File: src/rtl/vram_pkg.sv
// Shared frame-buffer geometry and host FSM encoding for the VRAM arbiter.
// Pure declarations: no logic, no latency.
// Backpressure: not applicable.
package vram_pkg;

  localparam int FB_W     = 160;  // stored pixels per row
  localparam int FB_H     = 120;  // stored rows
  localparam int SCALE_SH = 2;    // log2 of pixel replication on the scan
  localparam int AW       = 15;   // RAM word address width
  localparam int DW       = 8;    // RGB 3-3-2 pixel

  // Host transaction FSM: accept -> RAM cycle -> capture read data -> ack
  typedef enum logic [1:0] {
    IDLE  = 2'd0,
    ISSUE = 2'd1,
    WAIT  = 2'd2,
    ACK   = 2'd3
  } host_state_t;

endpackage

File: src/rtl/fb_addr_gen.sv
// Maps a scan position to a frame-buffer word address (row-major, 160 wide).
// Latency: purely combinational.
// Backpressure: none.
module fb_addr_gen #(
  parameter int AW       = vram_pkg::AW,
  parameter int SCALE_SH = vram_pkg::SCALE_SH
) (
  input  logic [9:0]    i_pixel_x,
  input  logic [9:0]    i_pixel_y,
  output logic [AW-1:0] o_addr
);

  logic [AW-1:0] w_x_s;
  logic [AW-1:0] w_y_s;

  // Scale the scan position down to stored-pixel coordinates
  assign w_x_s = AW'(i_pixel_x >> SCALE_SH);
  assign w_y_s = AW'(i_pixel_y >> SCALE_SH);

  // y*160 built from two shifts so no multiplier is needed
  assign o_addr = (w_y_s << 7) + (w_y_s << 5) + w_x_s;

endmodule

File: src/rtl/vram_arbiter.sv
// Shares one single-port frame-buffer RAM between the display scan and a host port.
// Latency: pixel tick to rgb 3 clk; host accept to ack 3 clk (4 if a display slot collides).
// Backpressure: display always wins the RAM; host req is held until ack, stalled at most 1 clk.
module vram_arbiter #(
  parameter int FB_W     = vram_pkg::FB_W,
  parameter int FB_H     = vram_pkg::FB_H,
  parameter int SCALE_SH = vram_pkg::SCALE_SH,
  parameter int AW       = vram_pkg::AW,
  parameter int DW       = vram_pkg::DW
) (
  input  logic          clk,
  input  logic          reset,
  input  logic          utick,
  input  logic          video_on,
  input  logic [9:0]    pixel_x,
  input  logic [9:0]    pixel_y,
  input  logic          hsync_in,
  input  logic          vsync_in,
  input  logic          host_req,
  input  logic          host_we,
  input  logic [AW-1:0] host_addr,
  input  logic [DW-1:0] host_wdata,
  output logic          host_ack,
  output logic [DW-1:0] host_rdata,
  output logic          ram_en,
  output logic          ram_we,
  output logic [AW-1:0] ram_addr,
  output logic [DW-1:0] ram_wdata,
  input  logic [DW-1:0] ram_rdata,
  output logic [DW-1:0] rgb,
  output logic          hsync_out,
  output logic          vsync_out
);

  import vram_pkg::*;

  localparam logic [AW-1:0] FB_WORDS = AW'(FB_W * FB_H);

  host_state_t   r_state;
  host_state_t   w_state_nxt;
  logic          w_accept;
  logic          w_disp_slot;
  logic          w_host_inrange;
  logic [AW-1:0] w_disp_addr;

  logic          r_ram_en;
  logic          r_ram_we;
  logic [AW-1:0] r_ram_addr;
  logic [DW-1:0] r_ram_wdata;

  logic          r_h_rd;        // in-flight host op is an in-range read
  logic          r_host_ack;
  logic [DW-1:0] r_host_rdata;

  logic          r_t1_vld;      // tick tag while its RAM cycle runs
  logic          r_t1_on;
  logic          r_t2_vld;      // tick tag while its read data is on ram_rdata
  logic          r_t2_on;
  logic [DW-1:0] r_rgb;
  logic [2:0]    r_hs_dly;
  logic [2:0]    r_vs_dly;

  assign w_disp_slot    = utick & video_on;
  assign w_host_inrange = (host_addr < FB_WORDS);

  fb_addr_gen #(
    .AW       (AW),
    .SCALE_SH (SCALE_SH)
  ) u_fb_addr_gen (
    .i_pixel_x (pixel_x),
    .i_pixel_y (pixel_y),
    .o_addr    (w_disp_addr)
  );

  // Host FSM state register
  always_ff @(posedge clk) begin
    if (reset) r_state <= IDLE;
    else       r_state <= w_state_nxt;
  end

  // Host FSM next state; a claimed display slot simply defers acceptance one clk
  always_comb begin
    w_state_nxt = r_state;
    w_accept    = 1'b0;
    case (r_state)
      IDLE: begin
        if (host_req && !w_disp_slot) begin
          w_accept    = 1'b1;
          w_state_nxt = ISSUE;
        end
      end
      ISSUE:   w_state_nxt = WAIT;
      WAIT:    w_state_nxt = ACK;
      ACK:     w_state_nxt = IDLE;
      default: w_state_nxt = IDLE;
    endcase
  end

  // RAM command register: display read, else accepted host op (out-of-range ops never enable)
  always_ff @(posedge clk) begin
    if (reset) begin
      r_ram_en    <= 1'b0;
      r_ram_we    <= 1'b0;
      r_ram_addr  <= '0;
      r_ram_wdata <= '0;
    end else begin
      r_ram_en <= 1'b0;
      r_ram_we <= 1'b0;
      if (w_disp_slot) begin
        r_ram_en   <= 1'b1;
        r_ram_addr <= w_disp_addr;
      end else if (w_accept) begin
        r_ram_en    <= w_host_inrange;
        r_ram_we    <= host_we & w_host_inrange;
        r_ram_addr  <= host_addr;
        r_ram_wdata <= host_wdata;
      end
    end
  end

  // Host response: capture read data in WAIT, pulse ack in the following clk
  always_ff @(posedge clk) begin
    if (reset) begin
      r_h_rd       <= 1'b0;
      r_host_ack   <= 1'b0;
      r_host_rdata <= '0;
    end else begin
      if (w_accept) r_h_rd <= ~host_we & w_host_inrange;
      r_host_ack <= (r_state == WAIT);
      if (r_state == WAIT) r_host_rdata <= r_h_rd ? ram_rdata : '0;
    end
  end

  // Display pipe: tick tag follows its RAM read, rgb loads when the data arrives
  always_ff @(posedge clk) begin
    if (reset) begin
      r_t1_vld <= 1'b0;
      r_t1_on  <= 1'b0;
      r_t2_vld <= 1'b0;
      r_t2_on  <= 1'b0;
      r_rgb    <= '0;
    end else begin
      r_t1_vld <= utick;
      r_t1_on  <= video_on;
      r_t2_vld <= r_t1_vld;
      r_t2_on  <= r_t1_on;
      if (r_t2_vld) r_rgb <= r_t2_on ? ram_rdata : '0;
    end
  end

  // Sync delay lines matched to the 3-clk pixel path
  always_ff @(posedge clk) begin
    if (reset) begin
      r_hs_dly <= '0;
      r_vs_dly <= '0;
    end else begin
      r_hs_dly <= {r_hs_dly[1:0], hsync_in};
      r_vs_dly <= {r_vs_dly[1:0], vsync_in};
    end
  end

  assign ram_en     = r_ram_en;
  assign ram_we     = r_ram_we;
  assign ram_addr   = r_ram_addr;
  assign ram_wdata  = r_ram_wdata;
  assign host_ack   = r_host_ack;
  assign host_rdata = r_host_rdata;
  assign rgb        = r_rgb;
  assign hsync_out  = r_hs_dly[2];
  assign vsync_out  = r_vs_dly[2];

endmodule

File: config.mk
export PLATFORM = sky130hd
export DESIGN_NAME = vram_arbiter
export DESIGN_NICKNAME = d
export VERILOG_FILES = /design/src/rtl/vram_pkg.sv /design/src/rtl/fb_addr_gen.sv /design/src/rtl/vram_arbiter.sv
export SDC_FILE = /design/constraint.sdc
export NUM_CORES = 1
export LEC_CHECK = 0
export ABC_AREA = 1
export ABC_CLOCK_PERIOD_IN_PS = 1900
export BUFFER_PORTS_ARGS = -buffer_cell sky130_fd_sc_hd__buf_2
export CORE_AREA = 3 3 90 75
export CTS_BUF_LIST = sky130_fd_sc_hd__clkbuf_16
export CTS_CLUSTER_SIZE = 16
export DETAILED_ROUTE_END_ITERATION = 8
export DIE_AREA = 0 0 93 78
export PLACE_DENSITY = 0.74
export SYNTH_ARGS = -nofsm -noshare
export SYNTH_HDL_FRONTEND = slang
export SYNTH_SLANG_ARGS = --single-unit
export TNS_END_PERCENT = 100
File: constraint.sdc
create_clock -name clk -period 1.9 [get_ports clk]
set_input_delay 0.38 -clock clk [delete_from_list [all_inputs] [get_ports clk]]
set_output_delay 0.38 -clock clk [all_outputs]
set_load 0.02 [all_outputs]
### Word level (Yosys, flattened, before mapping)

Index checks and enable logic that the tools add are counted.

| storage, ports and cells | value |
|---|---|
| input bits | 59 |
| ROM bits | 0 |
| register bits | 55 |
| memory bits (writable) | 0 |
| memories kept | 0 |
| latch bits | 0 |
| word-level logic and storage cells | 44 |
| output and inout port bits | 44 |

| cells by class | value |
|---|---|
| divide/modulo/power cells | 0 |
| eq/ne operators | 4 |
| mux-type cells | 10 |
| add/sub/neg operators | 2 |
| $mul | 0 |
| order comparisons | 1 |
| reduce and logical (&&, ||, !) cells | 6 |
| bitwise logic cells | 6 |
| shift operators | 0 |

Operators with widths:

| operator | number |
|---|---|
| $mux W15 | 2 |
| $mux W8 | 2 |
| $add A15 B13 Y15 | 1 |
| $add A15 B8 Y15 | 1 |
| $lt A15 B15 Y1 const B | 1 |
| $pmux W2 S4 | 1 |
| $eq A2 B2 Y1 const B | 2 |
| $mux W1 | 4 |
| $and A1 B1 Y1 | 3 |
| $not A1 Y1 | 3 |
| $reduce_or A3 Y1 | 1 |
| $eq A2 B1 Y1 const B | 1 |
| $logic_not A2 Y1 | 1 |
| $mux W2 | 1 |
| $ne A2 B2 Y1 const B | 1 |
| $reduce_and A2 Y1 | 1 |
| $reduce_bool A2 Y1 | 1 |
| $logic_and A1 B1 Y1 | 1 |
| $logic_not A1 Y1 | 1 |

### Longest topological paths before layout

| logic depth | value |
|---|---|
| depth after elaboration | 7 |
| gate-level depth with buffers | 11 |
| mapped depth without buffers | 11 |

### Cells and area by module

A second synthesis with hierarchy kept.

| unflattened totals | value |
|---|---|
| cells, all modules | 362 |
| area, all modules | 2778.9 µm² |

Modules (own cells, without submodules):

| module | seq. area each (µm²) | instances | cells each | area an instance (µm²) |
|---|---|---|---|---|
| vram_arbiter | 1101.1 | 1 | 270 | 2199.6 |
| fb_addr_gen | 0.0 | 1 | 92 | 579.3 |

### Least setup slack after synthesis

Ideal clock, no wire load.

| path | value |
|---|---|
| path kind | in2reg |
| from | input port pixel_x[9] |
| to | register r_ram_addr[14], in the netlist ram_addr[14] |
| cell stages on the path | 10 |
| arrival | 1.882 ns |
| path buffers | 0 |
| path slack | -0.121 ns |
| setup time | 0.140 ns |
| data required time | 1.760 ns |
| cells stage by stage | inv_1 > fa_1 > inv_1 > fa_1 > nand2_1 > nand2_1 > nand3_1 > nand3_1 > nand3_1 > a21oi_1 |

| between the ends | value |
|---|---|
| longest elaborated chain between the ends | 2 |

RTL lines:

| what | line | RTL |
|---|---|---|
| start, declared | vram_arbiter.sv:15 | `input logic [9:0] pixel_x,` |
| $add A15 B8 Y15 | fb_addr_gen.sv:21 | `assign o_addr = (w_y_s << 7) + (w_y_s << 5) + w_x_s;` |
| $mux W15 | vram_arbiter.sv:109 | `if (w_disp_slot) begin` |
| end signal, assigned | vram_arbiter.sv:111 | `r_ram_addr <= w_disp_addr;` |
| end signal, assigned | vram_arbiter.sv:115 | `r_ram_addr <= host_addr;` |
| end, declared | vram_arbiter.sv:48 | `logic [AW-1:0] r_ram_addr;` |

Every way passes these cells.
A chain may end at the register's enable or synchronous reset.

### Worst setup path in the final report

| path | value |
|---|---|
| from | input port pixel_x[9] |
| to | register r_ram_addr[12], in the netlist ram_addr[12] |

The elaborated chain is that of the path after synthesis.

==> run_results.csv <==
group,metric,value,unit
synthesis,seq_area_frac_synth,42.5,%
global_routing,grt_pass1_vias,2372,
synthesis,synth_area_per_cell,8.00,um2
synthesis,synthCells,324,
timing,clock_skew,5.85,ps
pwr,leakage,1.63,nW
layout,final_cells,504,
worst_setup_path,path_max_fanout,3,
cts,cts-root-buf,"clkbuf_16",
synthesis,synth_top_family_by_area,"simple AND/OR/NAND/NOR gates",
worst_setup_path,critPathArrivalTime,2040,ps
timing,max_clock_freq,550,MHz
worst_setup_path,slowest_stage,"fa_1",
timing,worstMarginPinSlew,369,ps
global_routing,grt_pass1_wl,10400,um
pwr,power_density,963,nW/um2
status,outcome,"finished clean",
layout,final_area,3370,um2
placement,dp_cells,496,
worst_setup_path,crit_type,"in -> reg",
global_routing,track_usage,17.6,%
worst_setup_path,cp_num_buf_inv,3,
worst_setup_path,rr_worst_depth,7,
worst_setup_path,cp.depth,12,
die,start_util,44.1,%
global_routing,busiest_layer,"met2",
drt,vias,2439,
drt,remaining_drc_errors,0,
drt,ant_nets,0,
cts,postCtsHoldBufs,0,
layout,postLayoutCoreUtil,57.3,%
worst_setup_path,path_delay_family,"adder cells",
placement,gp_congestion,0.862,
die,num_rows,25,
layout,mostFrequentLayoutCell,"buf_2",
worst_setup_path,critPathCaptureType,"flip-flop",
cts,htree_levels,2,
die,design.core.area,5880,um2
cts,clk_pin_slew,70,ps
synthesis,synth-edff-count,0,
flow_run,cap_violations,0,
drt,wl_per_cell,12.2,um
synthesis,synth_compound_area_share,14.3,%
timing,rsz0062_at_grt,"true",
global_routing,met1_usage,22.2,%
worst_hold_path,min_path_cells,3,
drt,totalWireLength,6130,um
layout,antenna_cells,0,
timing,whs,303,ps
global_routing,grt_max_degree,56,
global_routing,grtUsageMet3,4.75,%
synthesis,synth_nets,403,
worst_setup_path,reg2reg_slack,440,ps
worst_hold_path,min_path_type,"in -> reg",
drt,viasPerCell,4.84,
cts,cts_tree,"done",
timing,finalSetupViolCount,0,
layout,num-fill-cells,597,
cts,cts_buffers,5,
global_routing,grt_overflow,0,
cts,cts_setup_buffers,0,
cts,clock-sinks,55,
timing,drv_slew,0,
die,fp.dieH,78,um
die,chipWidth,93,um
synthesis,netlist_area,2590,um2
timing,final_hold_viol_count,0,
timing,period_share,95.7,%
synthesis,synth-simple-area-share,23.7,%
synthesis,async_flop_share,0,%
placement,dp_hpwl,4530,um
placement,port_buffers,98,
layout,final_cell_mix,"buf_2, nand2_1, dfxtp_1, inv_1, a21oi_1",
timing,setup_ws,81.5,ps
pwr,p_total,3.25,mW
synthesis,synth_xor_area_share,0.338,%
global_routing,antenna_found_initial,0,
synthesis,synth_warnings,0,
placement,dpl_cell_area,3180,um2
cts,postCtsResizedCells,0,
synthesis,ys.flop_type,"dfxtp_1",
layout,area_growth,30.0,%
drt,drtPass1Iterations,4,
synthesis,synth-adder-area-share,10.2,%
timing,fin_crit,1820,ps
worst_setup_path,cp.required,2130,ps
timing,fin_tns_setup,0,ps
synthesis,synthMuxAreaShare,0,%
worst_setup_path,slowest_delay,540,ps
layout,drive_gt1_share,35.2,%
timing,max_slew_margin,75.4,%
cts,worst_skew_pair.late_latency,290,ps
cts,cts_buffer_depth,2,
global_routing,grt_util_met2,29.8,%
synthesis,synth.distinct_cells,33,
worst_setup_path,cp_cell_sequence,"buf_6, inv_2, fa_1, inv_2, fa_2, nand2_2, nand2_2, nand3b_1, nand2_1, nand2_1, nand3_1, a21oi_1",
pwr,ir_worst_vdd,0.479,mV
placement,pre_cts_slack,-206,ps
die,die_area,7250,um2
synthesis,ys_ff_latch,55,
die,boundaryPins,103,
worst_setup_path,critPathLaunchType,"input port",
layout,nets,501,
drt,drt_iter0_drc,83,
-- routing by layer --
layer	vias to the layer above	share of wire, %
li1	1252	-
met1	1105	46
met2	75	46
met3	7	7.2
met4	0	1.0
met5	-	0
-- final cells by class --
cell class / instances / area (um2) / share of cell area, %
well taps: 81 / 101 / 3.01
inverters: 40 / 155 / 4.60
multi-input cells: 215 / 1290 / 38.3
flip-flops and latches: 55 / 1100 / 32.7
repair buffers: 105 / 568 / 16.9
clock buffers: 5 / 125 / 3.71
clock inverters: 3 / 27.5 / 0.817
-- registers in the layout (all words and copies together), names as in the netlist --
register / cells
r_hs_dly: 3
r_t1_vld: 1
host_ack: 1
ram_addr: 15
host_rdata: 8
ram_wdata: 8
ram_en: 1
r_t1_on: 1
r_t2_on: 1
rgb: 8
r_h_rd: 1
r_state: 2
r_vs_dly: 3
ram_we: 1
r_t2_vld: 1
-- synth_stat cells, types with 2 or more instances --
master	number	area, um2
inv_1	37	139
nand4_1	2	12.5
a21oi_2	6	52.6
clkbuf_1	3	11.3
a22oi_1	10	75.1
nand3b_1	2	15.0
buf_6	2	22.5
fa_1	2	40.0
nand2_2	6	37.5
dfxtp_1	55	1100
or2_2	5	31.3
o21ai_0	2	10.0
buf_1	5	18.8
nor2_1	18	67.6
a31oi_1	3	18.8
a211oi_1	2	15.0
nand2_1	69	259
ha_1	18	225
a21oi_1	36	180
nand3_1	26	130
buf_2	3	15.0
-- worst reg2reg max path, stage by stage, from the launching register on --
cell	delay [ps]
dfxtp_1	300
inv_1	110
ha_1	230
nand3_4	110
inv_6	210
nor2_8	110
a22oi_1	200
a21oi_2	80
-- power by group --
group / total [mW] / internal (mW) / switching, mW
Combinational: 0.964 / 0.362 / 0.602
Sequential: 1.34 / 1.27 / 0.0651
Clock: 0.944 / 0.503 / 0.440
Total: 3.25 / 2.14 / 1.11
-- cells by family (layout without fill, tap and decap cells) --
kind of cell             Yosys count  after routing
AND/OR/NAND/NOR                  133            133
adder cells (fa/ha/maj)           20             20
AO/OA/AOI/OAI                     61             61
XOR/XNOR                           1              1
buffers and inverters             54            153
flip-flops                        55             55
-- worst paths after layout --
path,start,end
setup / recovery,pixel_x[9],ram_addr[12]$_SDFFE_PP0P_
hold / removal,vsync_in,r_vs_dly[0]$_SDFF_PP0_
setup reg to reg,r_state[0]$_SDFFE_PP0P_,ram_addr[13]$_SDFFE_PP0P_
hold reg to reg,r_vs_dly[0]$_SDFF_PP0_,r_vs_dly[1]$_SDFF_PP0_
(Power assumes the default switching activity.)
